==> config.mk <==
export PLATFORM = sky130hd
export DESIGN_NAME = rmii_frame_gen
export DESIGN_NICKNAME = d
export VERILOG_FILES = /design/src/rtl/rmii_frame_gen.sv
export SDC_FILE = /design/constraint.sdc
export NUM_CORES = 1
export LEC_CHECK = 0
export BUFFER_PORTS_ARGS = -buffer_cell sky130_fd_sc_hd__buf_4
export CORE_MARGIN = 4
export CORE_UTILIZATION = 36
export CTS_CLUSTER_DIAMETER = 80
export DETAILED_ROUTE_END_ITERATION = 10
export GPL_TIMING_DRIVEN = 0
export SLEW_MARGIN = 20
export SYNTH_ARGS = -nofsm -noshare
export SYNTH_HDL_FRONTEND = slang
export SYNTH_SLANG_ARGS = --single-unit
==> constraint.sdc <==
create_clock -name clk_50_mhz -period 7.16 [get_ports clk_50_mhz]
set_clock_uncertainty 0.15 [all_clocks]
set_input_delay 1.432 -clock clk_50_mhz [delete_from_list [all_inputs] [get_ports clk_50_mhz]]
set_output_delay 1.432 -clock clk_50_mhz [all_outputs]
set_load 0.02 [all_outputs]
==> src/rtl/rmii_frame_gen.sv <==
// RMII receive-side frame generator: preamble, SFD, patterned payload, CRC-32 FCS
// and inter-frame gap, driven as LSB-first dibits at one dibit per 50 MHz cycle.
module rmii_frame_gen #(
  parameter int unsigned MIN_LEN   = 46,
  parameter int unsigned MAX_LEN   = 1500,
  parameter int unsigned IFG_BYTES = 12,
  parameter int unsigned LEN_W     = 11
) (
  input  logic             clk_50_mhz,
  input  logic             rst_n,
  input  logic             start,
  input  logic [LEN_W-1:0] len,
  input  logic [1:0]       mode,
  input  logic [7:0]       seed,
  input  logic             inj_err,
  output logic             crs_dv,
  output logic [1:0]       rx_d,
  output logic             rx_er,
  output logic             busy,
  output logic             done,
  output logic [15:0]      frame_cnt
);
  localparam int unsigned GAP = IFG_BYTES * 4;
  localparam int unsigned GW  = (GAP > 1) ? $clog2(GAP) : 1;

  typedef enum logic [2:0] {IDLE, PRE, SFD, PAY, FCS, IFG} state_t;

  state_t           state;
  logic [1:0]       dib;
  logic [LEN_W-1:0] bcnt, len_q, len_eff;
  logic [GW-1:0]    gcnt;
  logic [1:0]       mode_q;
  logic [7:0]       seed_q;
  logic             inj_q;
  logic [7:0]       byte_r;
  logic [31:0]      crc, fcs_val;

  logic             byte_end, state_end, gap_end, accept, load_pay;
  logic [7:0]       pay_first, pay_adv, pay_byte, fcs_byte, nxt_byte;
  logic [1:0]       rx_next;

  function automatic logic [31:0] crc_upd(input logic [31:0] c, input logic [7:0] d);
    logic [31:0] r;
    r = c;
    for (int unsigned i = 0; i < 8; i++)
      r = (r >> 1) ^ (((r[0] ^ d[i]) != 1'b0) ? 32'hEDB88320 : '0);
    return r;
  endfunction

  assign rx_er = 1'b0;

  always_comb begin
    len_eff = len;
    if (len < LEN_W'(MIN_LEN))      len_eff = LEN_W'(MIN_LEN);
    else if (len > LEN_W'(MAX_LEN)) len_eff = LEN_W'(MAX_LEN);

    byte_end  = (dib == 2'd3);
    state_end = 1'b0;
    case (state)
      PRE:     state_end = (bcnt == LEN_W'(6));
      SFD:     state_end = 1'b1;
      PAY:     state_end = (bcnt == len_q - LEN_W'(1));
      FCS:     state_end = (bcnt == LEN_W'(3));
      default: state_end = 1'b0;
    endcase
    gap_end = (state == IFG) && (gcnt == GW'(GAP - 1));
    accept  = start && ((state == IDLE) || gap_end);

    pay_first = ((mode_q == 2'd2) && (seed_q == 8'h00)) ? 8'h01 : seed_q;
    case (mode_q)
      2'd1:    pay_adv = byte_r;
      2'd2:    pay_adv = {byte_r[6:0], byte_r[7] ^ byte_r[5] ^ byte_r[4] ^ byte_r[3]};
      default: pay_adv = byte_r + 8'd1;
    endcase
    pay_byte = (state == SFD) ? pay_first : pay_adv;

    fcs_val = ~crc;
    case (bcnt[1:0])
      2'd0:    fcs_byte = fcs_val[15:8];
      2'd1:    fcs_byte = fcs_val[23:16];
      default: fcs_byte = fcs_val[31:24];
    endcase

    // Byte loaded at the last dibit of the current one; CRC advances only on payload loads
    nxt_byte = 8'h55;
    load_pay = 1'b0;
    case (state)
      PRE: nxt_byte = state_end ? 8'hD5 : 8'h55;
      SFD: begin
        nxt_byte = pay_byte;
        load_pay = 1'b1;
      end
      PAY: begin
        nxt_byte = state_end ? (fcs_val[7:0] ^ {7'b0, inj_q}) : pay_byte;
        load_pay = !state_end;
      end
      FCS:     nxt_byte = fcs_byte;
      default: nxt_byte = 8'h55;
    endcase

    case (dib)
      2'd0:    rx_next = byte_r[3:2];
      2'd1:    rx_next = byte_r[5:4];
      default: rx_next = byte_r[7:6];
    endcase
  end

  always_ff @(posedge clk_50_mhz or negedge rst_n) begin
    if (!rst_n) begin
      state     <= IDLE;
      dib       <= '0;
      bcnt      <= '0;
      gcnt      <= '0;
      len_q     <= '0;
      mode_q    <= '0;
      seed_q    <= '0;
      inj_q     <= 1'b0;
      byte_r    <= '0;
      crc       <= '1;
      crs_dv    <= 1'b0;
      rx_d      <= '0;
      busy      <= 1'b0;
      done      <= 1'b0;
      frame_cnt <= '0;
    end else begin
      done <= 1'b0;
      if (accept) begin
        state  <= PRE;
        dib    <= '0;
        bcnt   <= '0;
        gcnt   <= '0;
        len_q  <= len_eff;
        mode_q <= mode;
        seed_q <= seed;
        inj_q  <= inj_err;
        byte_r <= 8'h55;
        crc    <= '1;
        crs_dv <= 1'b1;
        rx_d   <= 2'b01;
        busy   <= 1'b1;
      end else begin
        case (state)
          PRE, SFD, PAY, FCS: begin
            dib <= dib + 2'd1;
            if (!byte_end) begin
              rx_d <= rx_next;
            end else if (state == FCS && state_end) begin
              state  <= IFG;
              crs_dv <= 1'b0;
              rx_d   <= '0;
              gcnt   <= '0;
            end else begin
              byte_r <= nxt_byte;
              rx_d   <= nxt_byte[1:0];
              if (load_pay) crc <= crc_upd(crc, nxt_byte);
              if (state_end) begin
                bcnt <= '0;
                case (state)
                  PRE:     state <= SFD;
                  SFD:     state <= PAY;
                  default: state <= FCS;
                endcase
              end else begin
                bcnt <= bcnt + LEN_W'(1);
              end
            end
          end
          IFG: begin
            if (gap_end) begin
              state <= IDLE;
              busy  <= 1'b0;
            end else begin
              gcnt <= gcnt + GW'(1);
              if (gcnt == GW'(GAP - 2)) begin
                done      <= 1'b1;
                frame_cnt <= frame_cnt + 16'd1;
              end
            end
          end
          default: state <= IDLE;
        endcase
      end
    end
  end
endmodule

==> results.py <==
metrics = {
    "timing": {
        "post-route-period-util_pct": 63.38,
        "rsz0062_at_grt": "false",
        "max_slew_margin_pct": 36.47,
        "clock.fmax_ghz": 0.2204,
        "tns_ns": 0,
        "final-setup-viol-count": 0,
        "finalHoldViolations": 0,
        "slew_violations": 0,
        "hold_ws_ns": 0.3237,
        "period_needed_ns": 4.538,
        "tightest_slew_ns": 0.9443,
    },
    "critical_path": {
        "crit_arrival_ns": 4.68,
        "critPathCaptureType": "flip-flop",
        "rr_endpoint": "crc[24]$_DFFE_PN1P_",
        "path_max_fanout": 10,
        "r2r_slack_ns": 2.62,
        "worstSetupPathType": "flip-flop to flip-flop",
        "required_ns": 7.30,
        "worstRegToRegCells": 13,
        "startpoint": "state[1]$_DFFE_PN0P_",
        "critPathLaunchType": "flip-flop",
        "rr_startpoint": "state[1]$_DFFE_PN0P_",
    },
    "floorplanning": {
        "initial_utilization_pct": 36.69,
        "dieArea_mm2": 0.02134,
        "coreArea_mm2": 0.01871,
        "ios": 47,
        "rows": 50,
        "dieHeight_um": 146.1,
        "die-width_um": 146.1,
    },
    "synth": {
        "syn_area_mm2": 0.006863,
        "synth_area_leader_cell": "dfrtp_1",
        "synthMuxAreaShare_pct": 2.133,
        "synth_nets": 805,
        "synth_compound_area_share_pct": 17.23,
        "synth_cell_type_count": 70,
        "synth_top_family_by_area": "simple AND/OR/NAND/NOR gates",
        "synth_top_area_share_pct": 26.62,
        "synth_common_cells": "nand2_1, dfrtp_1, xnor2_1, a21oi_1, o21ai_0",
        "synthCells": 767,
        "async_flop_share_pct": 100.0,
        "synth-edff-count": 0,
        "ys_seq_area_share_pct": 38.87,
        "ys_top_cells_by_area": "dfrtp_1, dfstp_2, xnor2_1, nand2_1, a21oi_1",
        "synth_xor_area_share_pct": 14.11,
        "synth_fa_ha_area_share_pct": 2.370,
        "ys.flop_type": "dfrtp_1",
        "synth.most_common_cell": "nand2_1",
        "synthSimpleGateAreaFrac_pct": 21.93,
        "yosys_warnings": 0,
        "avgSynthCellArea_um2": 8.948,
        "synth.ff_latch_count": 105,
    },
    "detailed_routing": {
        "vias": 5886,
        "route.met2.wl_um": 8547,
        "drt-met1-wl_um": 8822,
        "drc": 0,
        "first_iter_violations": 457,
        "dr.pass1.iters": 5,
        "routed.top_layer": "met4",
        "finalWirelength_um": 18410,
        "viasPerCell": 5.537,
        "dr_wl_met3_um": 621,
        "wl_per_cell_um": 17.32,
        "detail-route-antenna-nets": 0,
    },
    "clocking": {
        "clk_latency_ns": 0.36,
        "cts.clk_slew.worst_paths_ns": 0.09,
        "root_buffer": "clkbuf_16",
        "htreeDepth": 3,
        "cts.sinks": 105,
        "cts_tree": "done",
        "numCtsBuffers": 9,
        "post_cts_resized": 0,
        "hold_buffers": 0,
        "post_cts_buffers": 0,
        "clock_path_buffers": 2,
    },
    "outcome": {
        "outcome": "finished clean",
    },
    "cells_and_area": {
        "area_growth_pct": 13.98,
        "finalInstanceArea_mm2": 0.007823,
        "final_util_pct": 41.82,
        "fillers": 1874,
        "antenna_cells": 0,
        "nets": 862,
        "drive_gt1_share_pct": 14.11,
        "finalNonFillerCells": 1063,
    },
    "pwr": {
        "peakVddDrop_v": 0.0004517,
        "leakage_nw": 3.191,
        "p_per_area_mw_per_mm2": 569.5,
    },
    "global_routing": {
        "grt_pass1_wl_um": 30260,
        "antenna_found_initial": 0,
        "grt_max_degree": 106,
        "grt-ovfl-total": 0,
        "grt_util_all_layers_pct": 17.49,
        "grt_pass1_vias": 5668,
    },
    "job": {
        "maxCapViolations": 0,
    },
    "worst_hold_path": {
        "hold_path.startpoint": "frame_cnt[15]$_DFFE_PN0P_",
        "holdPathStages": 1,
        "holdPathEnd": "frame_cnt[15]$_DFFE_PN0P_",
        "hp-class": "flip-flop to flip-flop",
    },
    "placement": {
        "io_buffers": 45,
        "postPlaceCellArea_mm2": 0.007497,
        "dp.cells": 1046,
        "hpwl_um": 13440,
        "routabilityCongestion": 0.8842,
    },
}
## sequential cells by signal (all words and copies together) (netlist names), 2 cells and up
name	count
bcnt	11
byte_r	8
crc	32
dib	2
frame_cnt	16
gcnt	6
len_q	11
mode_q	2
rx_d	2
seed_q	8
state	3
## power breakdown
part           leakage (nW)  total (mW)  switching (mW)  internal [mW]
clock                 0.143       0.505           0.258          0.247
sequential             1.28        1.01           0.187          0.820
combinational          1.77        2.94            1.69           1.25
total                  3.19        4.46            2.14           2.32
## cells in the final DEF (no fill, tap or decap), types with 11 or more instances in the layout
cell type / instances
nand2_1: 101
dfrtp_1: 73
xnor2_1: 58
a21oi_1: 57
o21ai_0: 52
buf_4: 45
nor2_1: 39
clkbuf_1: 38
nor3_1: 36
dfstp_2: 32
xor2_1: 31
nand3_1: 18
inv_1: 16
o22ai_1: 16
nand4_1: 14
and3_1: 14
ha_1: 13
nor2b_1: 11
## logic make-up (layout without fill, tap and decap cells)
logic type	Yosys count	after routing
adder cells (fa/ha/maj)	13	13
other	1	1
multiplexers	14	14
AND/OR/NAND/NOR	292	292
AO/OA/AOI/OAI	185	185
buffers and inverters	59	121
XOR/XNOR	98	98
flip-flops	105	105
## final cells by class
cell class              count  area [µm²]  area share (%)
repair buffers             46       369.1           4.718
clock buffers               9       225.2           2.879
inverters                  18       67.56          0.8637
clock inverters             7       72.57          0.9277
plain buffers              41       158.9           2.031
well taps                 234       292.8           3.743
multi-input cells         603        3969           50.74
flip-flops and latches    105        2668           34.10
## worst max path at each step
stage,depth (start not counted),slack (ns),to
2_1_floorplan,11,3.47,crc[24]$_DFFE_PN1P_
3_3_place_gp,13,2.70,crc[24]$_DFFE_PN1P_
3_5_place_dp,13,2.73,crc[24]$_DFFE_PN1P_
4_1_cts,13,2.70,crc[24]$_DFFE_PN1P_
5_1_grt,13,2.31,crc[24]$_DFFE_PN1P_
6_report,13,2.62,crc[24]$_DFFE_PN1P_
## critical path, cell delays in order (launching register included)
cell	delay (ns)
dfrtp_1	0.32
clkbuf_1	0.26
and3b_1	0.34
clkbuf_1	0.43
nand2_1	0.11
mux2i_1	0.20
xnor2_1	0.16
o2111ai_2	0.44
o22ai_1	0.31
nand3_1	0.31
xor2_1	0.47
xnor3_1	0.50
xnor2_1	0.16
mux2_2	0.29
## metal layers
layer	track usage [%]	vias to the layer above
met2	27.29	122
met4	6.350	0
li1	-	2870
met3	2.142	32
met1	25.07	2862
met5	0	-
## metrics by stage
| stage | power (mW) | setup WS [ns] |
|---|---|---|
| after floorplan | 3.264 | 3.474 |
| after global placement | 3.912 | 2.699 |
| after detailed placement | 3.930 | 2.726 |
| after CTS | 4.460 | 2.698 |
| after global routing | 4.811 | 2.312 |
| final | 4.455 | 2.622 |
(Power assumes the default switching activity.)
